[config.mk]
export PLATFORM = sky130hd
export DESIGN_NAME = axi_lite_ram_bridge
export DESIGN_NICKNAME = d
export VERILOG_FILES = /design/src/rtl/axi_lite_ram_bridge_pkg.sv /design/src/rtl/axi_lite_ram_bridge_strb2mask.sv /design/src/rtl/axi_lite_ram_bridge.sv
export SDC_FILE = /design/constraint.sdc
export NUM_CORES = 1
export LEC_CHECK = 0
export BUFFER_PORTS_ARGS = -buffer_cell sky130_fd_sc_hd__buf_2
export CAP_MARGIN = 20
export CORE_AREA = 5 5 180 182
export CTS_CLUSTER_SIZE = 8
export DETAILED_ROUTE_END_ITERATION = 7
export DIE_AREA = 0 0 185 187
export MAX_ROUTING_LAYER = met4
export PLACE_DENSITY = 0.52
export SYNTH_ARGS = -nofsm -noshare
export SYNTH_HDL_FRONTEND = slang
export SYNTH_HIERARCHICAL = 1
export SYNTH_SLANG_ARGS = --single-unit
[constraint.sdc]
create_clock -name clk -period 5 [get_ports clk]
set_input_delay 0.5 -clock clk [delete_from_list [all_inputs] [get_ports clk]]
set_output_delay 0.5 -clock clk [all_outputs]
set_load 0.02 [all_outputs]
[src/rtl/axi_lite_ram_bridge_pkg.sv]
// Shared types and constants for the AXI4-Lite to single-cycle RAM bridge.
package axi_lite_ram_bridge_pkg;

  localparam logic [1:0] AxiRespOkay   = 2'b00;
  localparam logic [1:0] AxiRespDecerr = 2'b11;

  localparam logic [31:0] RamBaseDefault = 32'h8000_0000;
  localparam logic [31:0] RamSizeDefault = 32'h0000_8000;

  typedef enum logic {
    RIdle,
    RResp
  } r_state_e;

  typedef enum logic [1:0] {
    WIdle,
    WExec,
    WResp
  } w_state_e;

  // Map a window hit to the AXI response code.
  function automatic logic [1:0] resp_for(input logic hit);
    return hit ? AxiRespOkay : AxiRespDecerr;
  endfunction

endpackage

[src/rtl/axi_lite_ram_bridge_strb2mask.sv]
// Expands an AXI byte-strobe vector into a per-bit write mask.
module axi_lite_ram_bridge_strb2mask #(
  parameter int unsigned STRB_W = 8
) (
  input  logic [STRB_W-1:0]   strb_i,
  output logic [STRB_W*8-1:0] mask_o
);

  // Replicate each strobe bit across its byte lane.
  always_comb begin
    mask_o = '0;
    for (int unsigned i = 0; i < STRB_W; i++) begin
      mask_o[i*8 +: 8] = {8{strb_i[i]}};
    end
  end

endmodule

[src/rtl/axi_lite_ram_bridge.sv]
// AXI4-Lite slave bridging LSU loads/stores onto a single-cycle data RAM port.
// Read and write paths are independent FSMs; accesses outside the window get DECERR.
module axi_lite_ram_bridge
  import axi_lite_ram_bridge_pkg::*;
#(
  parameter int unsigned        ADDR_W   = 32,
  parameter int unsigned        DATA_W   = 64,
  parameter logic [ADDR_W-1:0]  RAM_BASE = ADDR_W'(RamBaseDefault),
  parameter logic [ADDR_W-1:0]  RAM_SIZE = ADDR_W'(RamSizeDefault),
  localparam int unsigned       STRB_W   = DATA_W / 8
) (
  input  logic              clk,
  input  logic              rst,
  // read address / data
  input  logic              s_arvalid,
  output logic              s_arready,
  input  logic [ADDR_W-1:0] s_araddr,
  output logic              s_rvalid,
  input  logic              s_rready,
  output logic [DATA_W-1:0] s_rdata,
  output logic [1:0]        s_rresp,
  // write address / data / response
  input  logic              s_awvalid,
  output logic              s_awready,
  input  logic [ADDR_W-1:0] s_awaddr,
  input  logic              s_wvalid,
  output logic              s_wready,
  input  logic [DATA_W-1:0] s_wdata,
  input  logic [STRB_W-1:0] s_wstrb,
  output logic              s_bvalid,
  input  logic              s_bready,
  output logic [1:0]        s_bresp,
  // ram port
  output logic              ram_ren_o,
  output logic [ADDR_W-1:0] ram_raddr_o,
  input  logic [DATA_W-1:0] ram_rdata_i,
  output logic              ram_wen_o,
  output logic [ADDR_W-1:0] ram_waddr_o,
  output logic [DATA_W-1:0] ram_wdata_o,
  output logic [DATA_W-1:0] ram_wmask_o
);

  // Start-byte window test; the offset compare avoids overflow at the top of the space.
  function automatic logic in_window(input logic [ADDR_W-1:0] addr);
    return (addr >= RAM_BASE) && ((addr - RAM_BASE) < RAM_SIZE);
  endfunction

  // ---------------------------------------------------------------------------
  // Read path
  // ---------------------------------------------------------------------------
  r_state_e          r_state_q, r_state_d;
  logic [DATA_W-1:0] rdata_q, rdata_d;
  logic [1:0]        rresp_q, rresp_d;
  logic              ar_hs;
  logic              ar_hit;

  // Ready is forced low while reset is held so the bus sees a quiet slave.
  assign s_arready   = (r_state_q == RIdle) && !rst;
  assign ar_hs       = s_arvalid && s_arready;
  assign ar_hit      = in_window(s_araddr);
  assign ram_ren_o   = ar_hs && ar_hit;
  assign ram_raddr_o = s_araddr;
  assign s_rvalid    = (r_state_q == RResp);
  assign s_rdata     = rdata_q;
  assign s_rresp     = rresp_q;

  // Read next-state: capture RAM data on the AR handshake, hold until R handshake.
  always_comb begin
    r_state_d = r_state_q;
    rdata_d   = rdata_q;
    rresp_d   = rresp_q;
    case (r_state_q)
      RIdle: begin
        if (ar_hs) begin
          rdata_d   = ar_hit ? ram_rdata_i : '0;
          rresp_d   = resp_for(ar_hit);
          r_state_d = RResp;
        end
      end
      RResp: begin
        if (s_rready) begin
          r_state_d = RIdle;
        end
      end
      default: r_state_d = RIdle;
    endcase
  end

  // Read state registers.
  always_ff @(posedge clk or posedge rst) begin
    if (rst) begin
      r_state_q <= RIdle;
      rdata_q   <= '0;
      rresp_q   <= AxiRespOkay;
    end else begin
      r_state_q <= r_state_d;
      rdata_q   <= rdata_d;
      rresp_q   <= rresp_d;
    end
  end

  // ---------------------------------------------------------------------------
  // Write path
  // ---------------------------------------------------------------------------
  w_state_e          w_state_q, w_state_d;
  logic              aw_cap_q, aw_cap_d;
  logic              w_cap_q, w_cap_d;
  logic [ADDR_W-1:0] awaddr_q, awaddr_d;
  logic [DATA_W-1:0] wdata_q, wdata_d;
  logic [STRB_W-1:0] wstrb_q, wstrb_d;
  logic [1:0]        bresp_q, bresp_d;
  logic              aw_hs;
  logic              w_hs;
  logic              aw_hit;
  logic [DATA_W-1:0] wmask;

  assign s_awready = (w_state_q == WIdle) && !aw_cap_q && !rst;
  assign s_wready  = (w_state_q == WIdle) && !w_cap_q && !rst;
  assign aw_hs     = s_awvalid && s_awready;
  assign w_hs      = s_wvalid && s_wready;
  assign aw_hit    = in_window(awaddr_q);

  axi_lite_ram_bridge_strb2mask #(
    .STRB_W (STRB_W)
  ) u_strb2mask (
    .strb_i (wstrb_q),
    .mask_o (wmask)
  );

  assign ram_wen_o   = (w_state_q == WExec) && aw_hit;
  assign ram_waddr_o = awaddr_q;
  assign ram_wmask_o = wmask;
  assign ram_wdata_o = wdata_q & wmask;
  assign s_bvalid    = (w_state_q == WResp);
  assign s_bresp     = bresp_q;

  // Write next-state: collect AW and W in any order, issue one RAM write, then respond.
  always_comb begin
    w_state_d = w_state_q;
    aw_cap_d  = aw_cap_q;
    w_cap_d   = w_cap_q;
    awaddr_d  = awaddr_q;
    wdata_d   = wdata_q;
    wstrb_d   = wstrb_q;
    bresp_d   = bresp_q;
    case (w_state_q)
      WIdle: begin
        if (aw_hs) begin
          aw_cap_d = 1'b1;
          awaddr_d = s_awaddr;
        end
        if (w_hs) begin
          w_cap_d = 1'b1;
          wdata_d = s_wdata;
          wstrb_d = s_wstrb;
        end
        if (aw_cap_d && w_cap_d) begin
          w_state_d = WExec;
        end
      end
      WExec: begin
        bresp_d   = resp_for(aw_hit);
        w_state_d = WResp;
      end
      WResp: begin
        if (s_bready) begin
          aw_cap_d  = 1'b0;
          w_cap_d   = 1'b0;
          w_state_d = WIdle;
        end
      end
      default: w_state_d = WIdle;
    endcase
  end

  // Write state and holding registers.
  always_ff @(posedge clk or posedge rst) begin
    if (rst) begin
      w_state_q <= WIdle;
      aw_cap_q  <= 1'b0;
      w_cap_q   <= 1'b0;
      awaddr_q  <= '0;
      wdata_q   <= '0;
      wstrb_q   <= '0;
      bresp_q   <= AxiRespOkay;
    end else begin
      w_state_q <= w_state_d;
      aw_cap_q  <= aw_cap_d;
      w_cap_q   <= w_cap_d;
      awaddr_q  <= awaddr_d;
      wdata_q   <= wdata_d;
      wstrb_q   <= wstrb_d;
      bresp_q   <= bresp_d;
    end
  end

endmodule

==> impl_results.md, run 1 <==
* Status: finished clean
* Clock share of power at 23.3%
* Wire length of the first global-routing pass at 36.4 mm
* I/O Pins at 474
* Post-synth EDFFs at 0
* DRC at 0
* Final core utilization at 33.6%
* Period utilisation layout at 57.5%
* Switch share at 39.0%
* Total Power at 0.00599 W
* Clk buf depth at 2
* Register area share after synthesis at 56.6%
* Final Hold Vio Count at 0
* DR WL/cell at 18.6 microns
* Total routed wirelength at 24.6 mm
* Most common cell in the synthesized netlist: dfrtp_1
* Seq pwr share at 37.1%
* Share of cells above drive strength 1 at 63.6%
* GRT overflow at 0
* Pleak at 5.36 nW
* # hold bufs at CTS at 0
* Min Tclk post-route at 2870 ps
* Synthesis Warnings at 6
* Cell Area, Synth at 0.00774 sq mm
* Clock sink total at 175
* Clk_lat worst skew at 420 ps
* Post-CTS Resized at 0
* Cell row count at 64
* Met3 Use GR at 3.73%
* GR peak layer: met2
* Pwr/cell area at 585 mW/mm^2
* Final Setup Violations at 0
* CTS tree: yes
* Area growth, synth to finish at 32.3%
* Synth cell types at 27
* Main flop type after synthesis: dfrtp_1
* Final Wtd Congestion at 0.798
* Nets at 1,122
* Root buf cell: clkbuf_16
* P_sw at 0.00234 W
* Worst setup margin at 2130 ps
* Filler cell count at 3,165
* Die area at 0.0346 sq mm
* CP Data Arrival Time at 2370 ps
* Worst VDD drop at 0.224 mV
* Synth top cells by count: dfrtp_1 (175), mux2_2 (104), buf_4 (99)
* Largest cells by area after synthesis: dfrtp_1 (57%), mux2_2 (15%), buf_4 (9.6%), a32o_1 (8.3%), and2_1 (5.3%)
* Post-Syn Nets at 785
* Vias per cell at 4.41
* RSZ-0062 raised after global routing: false
* Hold WC Path Type: input port to async pin
* Combinational Power Share at 39.6%
* Port bufs at 443
* DP Worst Slack at 2190 ps
* Post-synth ARST share at 100%
* Iter 0 DRT Violations at 217
* Placed wire-length estimate at 18.3 mm
* Reg2reg path depth at 5
* CTS buffer count at 17
* Setup bufs post-CTS at 0
* Max cap viols at 0
* WS Path Type: register to output pin
* Max Fclk at 348 MHz
* Skew final at 5.37 ps
* Starting Density at 25.4%
* Int Power at 0.00365 W
* Vias in the first global route at 6,180
* Post-synth top area cell: dfrtp_1
* Crit-path max FO at 67
* Antenna-violating nets left at 0
* Worst rel slew slack at 30.4%
* Tot GR Track Use at 13.9%
* Critical Path RT at 4500 ps
* Post-synthesis instance total at 578
* Clk pin slew, worst setup/hold paths at 70 ps
* Via count at 5,838
* R2r setup slk at 2370 ps
* Die span in x at 185 microns
* Die height at 187 microns
* Crit end category: output pin
* Setup TNS at 0 ps
* Core Region at 0.0304 sq mm
* DRT Pass-1 Iters at 4
* Flops & latches, synth at 175
* Antenna violations before repair at 0
* CP Launch Type: register
* H-tree depth at 4
* Worst Tran Pin Value at 1040 ps
* Largest net degree at the start of global routing at 160
* Synth top area share at 56.6%
* M1 GR Usage at 16.2%
* Met2 Track Usage GR at 23.8%
* Syn Area/Cell at 13.4 sq um
* Max-slew violations at 0
-- sequential cells by signal, summed over array words and instances, names as in the netlist --
signal,cells
wdata_q,64
s_bresp,1
aw_cap_q,1
w_cap_q,1
ram_waddr_o,32
w_state_q,2
s_rresp,1
wstrb_q,8
s_rvalid,1
s_rdata,64
-- kinds of logic (layout without fill, tap and decap cells) --
family / after synthesis / after routing / synth area share [%]
flops: 175 / 175 / 56.6
buf+inv: 136 / 484 / 11.9
mux: 104 / 104 / 15.1
simple gates: 89 / 89 / 7.24
compound gates: 74 / 74 / 9.14
other cells: 0 / 1 / 0
-- per-stage QoR --
stage | area (sq um) | std cells | hold WS [ps]
finish | 10200 | 1323 | 129
global route | 10200 | 1322 | 138
CTS | 10200 | 1322 | 103
detailed placement | 9630 | 1292 | 474
global placement | 9630 | 1292 | 469
floorplan | 7740 | 578 | 471
-- final cells by class --
| type | instances | area, sq um | area share, % |
|---|---|---|---|
| multi-input cells | 267 | 2460 | 24.1 |
| repair buffers | 448 | 2270 | 22.2 |
| inverters | 6 | 26.3 | 0.257 |
| clock inverters | 10 | 135 | 1.32 |
| diodes | 1 | 2.50 | 0.0244 |
| clock buffers | 20 | 467 | 4.56 |
| flip-flops and latches | 175 | 4380 | 42.8 |
| well taps | 396 | 495 | 4.84 |
-- final timing paths --
kind	start	end
worst max-delay path	s_rvalid	ram_ren_o
worst min-delay path	rst	aw_cap_q
worst max register to register	s_rvalid	s_rdata[25]
worst min register to register	s_rdata[24]	s_rdata[24]
min in group clk	s_rready	s_rvalid
max in group asynchronous	rst	wdata_q[55]
-- placed cells by master, fill, tap and decap left out, types with 4 or more instances in the layout --
cell type	count
clkinv_2	4
and2_1	65
or4_1	5
inv_1	5
mux2_2	104
clkbuf_16	17
nor4_1	4
dfrtp_1	175
a32o_1	64
buf_2	443
buf_4	4
-- power groups by stage --
stage	Combinational, W	Sequential, W	Clock (W)
2_1_floorplan	0.00182	0.00225	0
4_1_cts	0.00242	0.00223	0.00146
3_3_place_gp	0.00240	0.00224	0
3_5_place_dp	0.00241	0.00226	0
6_report	0.00237	0.00222	0.00140
5_1_grt	0.00255	0.00230	0.00151
-- routing by layer --
metal	wire length (microns)	part of all wire, %
met1	9670	39
met2	12500	51
met3	2060	8.4
met4	314	1.3
met5	0	0
-- worst max-delay path, cell delays in order, from the launching register on --
cell and delay, ps:
dfrtp_1 420, or3b_2 470, buf_4 330, nor4_4 370, and2_1 180, buf_2 170
Note: power is estimated with default switching activity, not from simulation.
==> run 2: changes to the inputs <==
==> constraint.sdc (replaced) <==
create_clock -name clk -period 2.4 [get_ports clk]
set_input_delay 0.24 -clock clk [delete_from_list [all_inputs] [get_ports clk]]
set_output_delay 0.24 -clock clk [all_outputs]
set_load 0.02 [all_outputs]
==> impl_results.md, run 2 (same netlist as run 1, synthesis figures left out) <==
* Die span in x at 185 microns
* Clock share of power at 22.3%
* Clk buf depth at 2
* Int Power at 0.00741 W
* Hold Path Depth at 2
* DRC at 0
* Combinational Power Share at 40.3%
* Wire length of the first global-routing pass at 35.1 mm
* Area growth, synth to finish at 33.7%
* R2r setup slk at 500 ps
* Die height at 187 microns
* DRT Pass-1 Iters at 4
* Commonest non-fill, non-tap cell in the layout: buf_2
* Core Region at 0.0304 sq mm
* CTS tree: yes
* DR WL/cell at 17.5 microns
* Critical Path RT at 2160 ps
* Final Setup Violations at 0
* Switch share at 39.7%
* Clk pin slew, worst setup/hold paths at 70 ps
* CP Launch Type: input port
* Placed wire-length estimate at 17.5 mm
* Period utilisation layout at 96.2%
* Clock sink total at 175
* Clk_lat worst skew at 430 ps
* Root buf cell: clkbuf_16
* Worst VDD drop at 0.535 mV
* Antenna cells at 0
* Antenna-violating nets left at 0
* Status: finished clean
* Slowest-stage cell, CP: or3b_2
* Max cap viols at 0
* CTS buffer count at 17
* Max-slew violations at 0
* Antenna violations before repair at 1
* Seq pwr share at 37.4%
* Tot GR Track Use at 13.4%
* WS Path Type: input port to output pin
* Reg2reg start: s_rvalid
* Commonest cells after routing, fill and taps aside: buf_2 (442), dfrtp_1 (175), mux2_2 (104), a32o_1 (64), and2_1 (64)
* Hold slack at 39.1 ps
* CP Data Arrival Time at 2070 ps
* Worst Tran Pin Value at 712 ps
* Critical Path Max Stage Delay at 540 ps
* Iter 0 DRT Violations at 197
* Worst Path Buf+Inv at 3
* Nets at 1,134
* Crit Reg-Reg Endpoint: s_rdata[35]
* Hold Path Sink: ram_waddr_o[20]
* Port bufs at 443
* Max Fclk at 433 MHz
* Hold WC Path Type: input port to register
* Die area at 0.0346 sq mm
* Hold wc startpoint: s_awaddr[20]
* Final Wtd Congestion at 0.766
* Via count at 5,888
* RSZ-0062 raised after global routing: false
* Filler cell count at 3,111
* Worst rel slew slack at 52.6%
* Crit-path most repeated cell: buf_2
* Pleak at 5.41 nW
* Cell row count at 64
* Crit end category: output pin
* Skew final at 10.9 ps
* Crit-path leading delay family: simple AND/OR/NAND/NOR gates
* Reg2reg path depth at 5
* GRT overflow at 0
* CP Cell Sequence: dlygate4sd3_1 > buf_2 > or3b_2 > nor4_4 > and2_4 > buf_2
* Largest net degree at the start of global routing at 114
* Vias in the first global route at 6,176
* Starting Density at 25.4%
* I/O Pins at 474
* Min Tclk post-route at 2310 ps
* P_sw at 0.00487 W
* Share of cells above drive strength 1 at 64.2%
* Vias per cell at 4.41
* Final Hold Vio Count at 0
* H-tree depth at 4
* Pwr/cell area at 1190 mW/mm^2
* Final core utilization at 34.0%
* Crit-path max FO at 5
* Total routed wirelength at 23.4 mm
## run 2: power groups by stage
stage,combinational [W],sequential (W),clock [W]
2_1_floorplan,0.00380,0.00469,0
3_3_place_gp,0.00502,0.00463,0
5_1_grt,0.00533,0.00476,0.00297
6_report,0.00496,0.00459,0.00274
3_5_place_dp,0.00503,0.00467,0
4_1_cts,0.00503,0.00462,0.00287
## run 2: worst max-delay path by stage
stage / start / to / slack (ps) / depth (start not counted)
2_1_floorplan: rst / aw_cap_q / -980 / 3
3_3_place_gp: s_rvalid / ram_ren_o / 280 / 4
3_5_place_dp: s_rvalid / ram_ren_o / 260 / 4
4_1_cts: ram_waddr_o[17] / ram_wen_o / 10 / 4
5_1_grt: rst / ram_ren_o / 30 / 6
6_report: rst / ram_ren_o / 90 / 6
## run 2: metal layers
metal  vias up  GRT usage [%]  share of wire [%]
li1       2672              -                  -
met1      2872           15.4                 40
met2       314           22.2                 49
met3        30           4.10                9.3
met4         0           4.35                2.0
met5         -              -                  0
## run 2: stage by stage
step / total power, W / setup WS [ps] / setup TNS (ps) / area, sq um / std cells
2_1_floorplan: 0.00849 / -980 / -18920 / 7740 / 578
3_3_place_gp: 0.00965 / 277 / 0 / 9740 / 1301
6_report: 0.0123 / 90.6 / 0 / 10300 / 1335
5_1_grt: 0.0131 / 27.7 / 0 / 10300 / 1335
3_5_place_dp: 0.00970 / 263 / 0 / 9740 / 1301
4_1_cts: 0.0125 / 13.0 / 0 / 10300 / 1335
## run 2: cell type report
class / instances / area [sq um] / area share (%)
clock buffer: 20 / 457 / 4.41
multi-input combinational: 267 / 2480 / 24.0
sequential: 175 / 4380 / 42.3
tap: 396 / 495 / 4.79
inverter: 6 / 26.3 / 0.254
timing repair buffer: 460 / 2410 / 23.2
clock inverter: 11 / 106 / 1.03
## run 2: repair_timing
| action | CTS | global route |
|---|---|---|
| buffers inserted | 1 | 0 |
| hold endpoints to repair | 2 | 0 |
| setup endpoints to repair | 1 | 2 |
| pin swaps | 1 | 2 |
| hold buffers | 2 | 0 |
| resized for setup | 0 | 7 |
==> run 3: changes to the inputs <==
--- a/config.mk
+++ b/config.mk
@@ -7,12 +7,14 @@
 export LEC_CHECK = 0
 export BUFFER_PORTS_ARGS = -buffer_cell sky130_fd_sc_hd__buf_2
 export CAP_MARGIN = 20
-export CORE_AREA = 5 5 180 182
+export CELL_PAD_IN_SITES_DETAIL_PLACEMENT = 1
+export CELL_PAD_IN_SITES_GLOBAL_PLACEMENT = 2
+export CORE_AREA = 5 5 174 209
 export CTS_CLUSTER_SIZE = 8
 export DETAILED_ROUTE_END_ITERATION = 7
-export DIE_AREA = 0 0 185 187
+export DIE_AREA = 0 0 179 214
 export MAX_ROUTING_LAYER = met4
-export PLACE_DENSITY = 0.52
+export PLACE_DENSITY = 0.73
 export SYNTH_ARGS = -nofsm -noshare
 export SYNTH_HDL_FRONTEND = slang
 export SYNTH_HIERARCHICAL = 1
==> constraint.sdc (replaced) <==
create_clock -name clk -period 1.95 [get_ports clk]
set_input_delay 0.195 -clock clk [delete_from_list [all_inputs] [get_ports clk]]
set_output_delay 0.195 -clock clk [all_outputs]
set_load 0.02 [all_outputs]
==> impl_results.md, run 3 (same netlist as run 1, synthesis figures left out) <==
* Status: finished, violations left
* Failing checks: negative setup slack
* Starting Density at 22.8%
* Max Fclk at 437 MHz
* CP Launch Type: register
* Setup TNS at -527 ps
* DRT Pass-1 Iters at 4
* Clk_lat worst skew at 440 ps
* Wire length of the first global-routing pass at 42.2 mm
* Largest net degree at the start of global routing at 89
* Max cap viols at 0
* Final Wtd Congestion at 0.746
* DRC at 0
* Clk buf depth at 2
* Die height at 214 microns
* GRT overflow at 0
* Final Hold Vio Count at 0
* Pwr/cell area at 1280 mW/mm^2
* Nets at 1,298
* Cell row count at 74
* Total routed wirelength at 27.7 mm
* RSZ-0062 raised after global routing: true
* Share of cells above drive strength 1 at 54.6%
* I/O Pins at 474
* Pleak at 6.08 nW
* Max-slew violations at 0
* Vias in the first global route at 7,480
* Crit-path max FO at 2
* Final Setup Violations at 2
* Area growth, synth to finish at 55.7%
* Commonest non-fill, non-tap cell in the layout: buf_2
* Root buf cell: clkbuf_16
* Antenna violations before repair at 1
* Hold WC Path Type: input port to register
* Commonest cells after routing, fill and taps aside: buf_2 (441), dfrtp_1 (175), dlygate4sd3_1 (163), mux2_2 (104)
* Die span in x at 179 microns
* CTS buffer count at 17
* WS Path Type: register to output pin
* Worst VDD drop at 0.569 mV
* Vias per cell at 4.28
* Iter 0 DRT Violations at 246
* Clk pin slew, worst setup/hold paths at 60 ps
* Antenna-violating nets left at 0
* Port bufs at 443
* Placed wire-length estimate at 19.4 mm
* Min Tclk post-route at 2290 ps
* Skew final at 8.34 ps
* Critical Path RT at 1750 ps
* Clock sink total at 175
* Reg area at 0.00438 sq mm
* Via count at 6,671
* Filler cell count at 3,807
* Core Region at 0.0340 sq mm
* Crit end category: output pin
* CP Data Arrival Time at 2090 ps
* Worst setup margin at -336 ps
* CTS tree: yes
* Period utilisation layout at 117%
* H-tree depth at 4
* Worst Tran Pin Value at 711 ps
* Tot GR Track Use at 14.5%
* Area of the multi-input gates at 0.00249 sq mm
* DR WL/cell at 17.8 microns
* Die area at 0.0383 sq mm
* Worst rel slew slack at 52.6%
* DP Worst Slack at -93.5 ps
run 3: area by class of cell:
class	instances	area share, %
Sequential cell	175	36.3
Timing Repair Buffer	624	33.6
Multi-Input combinational cell	267	20.7
Tap cell	456	4.73
Clock buffer	23	3.88
Clock inverter	6	0.519
Inverter	6	0.218
Antenna cell	1	0.0208
run 3: routing by layer:
layer | track usage, % | vias up | part of all wire [%]
li1 | - | 2994 | -
met1 | 14.6 | 3302 | 36
met2 | 25.8 | 327 | 53
met3 | 4.73 | 48 | 8.4
met4 | 5.73 | 0 | 3.1
met5 | - | - | 0
run 3: worst max-delay path, stage by stage, from the launching register on:
cell and delay (ps):
dfrtp_1 370, or4_1 510, or4_4 510, nor2_4 130, buf_6 140
run 3: through the flow:
| step | util [%] | total power [W] | area [sq um] | hold slack, ps | std cells |
|---|---|---|---|---|---|
| after floorplan | - | 0.0105 | 7760 | 291 | 578 |
| after global placement | 28.9 | 0.0119 | 9830 | 390 | 1361 |
| after detailed placement | 28.9 | 0.0121 | 9830 | 390 | 1361 |
| after CTS | 35.4 | 0.0157 | 12000 | 0.164 | 1555 |
| after global routing | 35.5 | 0.0165 | 12100 | 2.63 | 1558 |
| final | 35.5 | 0.0155 | 12100 | 36.0 | 1558 |
run 3: where the power goes:
part	switching, W	total [W]	internal [W]
logic	0.00376	0.00654	0.00278
registers	0.000955	0.00571	0.00475
clock network	0.00142	0.00322	0.00180
total	0.00613	0.0155	0.00933
run 3: worst paths after layout:
path	startpoint	to	slack [ps]	cells past startpoint
worst max-delay path	ram_waddr_o[17]	ram_wen_o	-340	4
worst min-delay path	ram_rdata_i[58]	s_rdata[58]	40	2
worst max register to register	w_state_q[0]	wdata_q[60]	180	4
worst min register to register	s_rdata[12]	s_rdata[12]	490	1
max in group asynchronous	rst	s_rdata[55]	1400	4
min in group asynchronous	rst	w_cap_q	90	4
run 3: timing repair:
| action | CTS | global route |
|---|---|---|
| hold buffers | 163 | 0 |
| endpoints found under the hold margin | 163 | 0 |
| cloned | 0 | 0 |
| setup endpoints to repair | 45 | 3 |
| pin swaps | 3 | 0 |
| gates resized for setup | 9 | 1 |
| setup buffers | 2 | 2 |
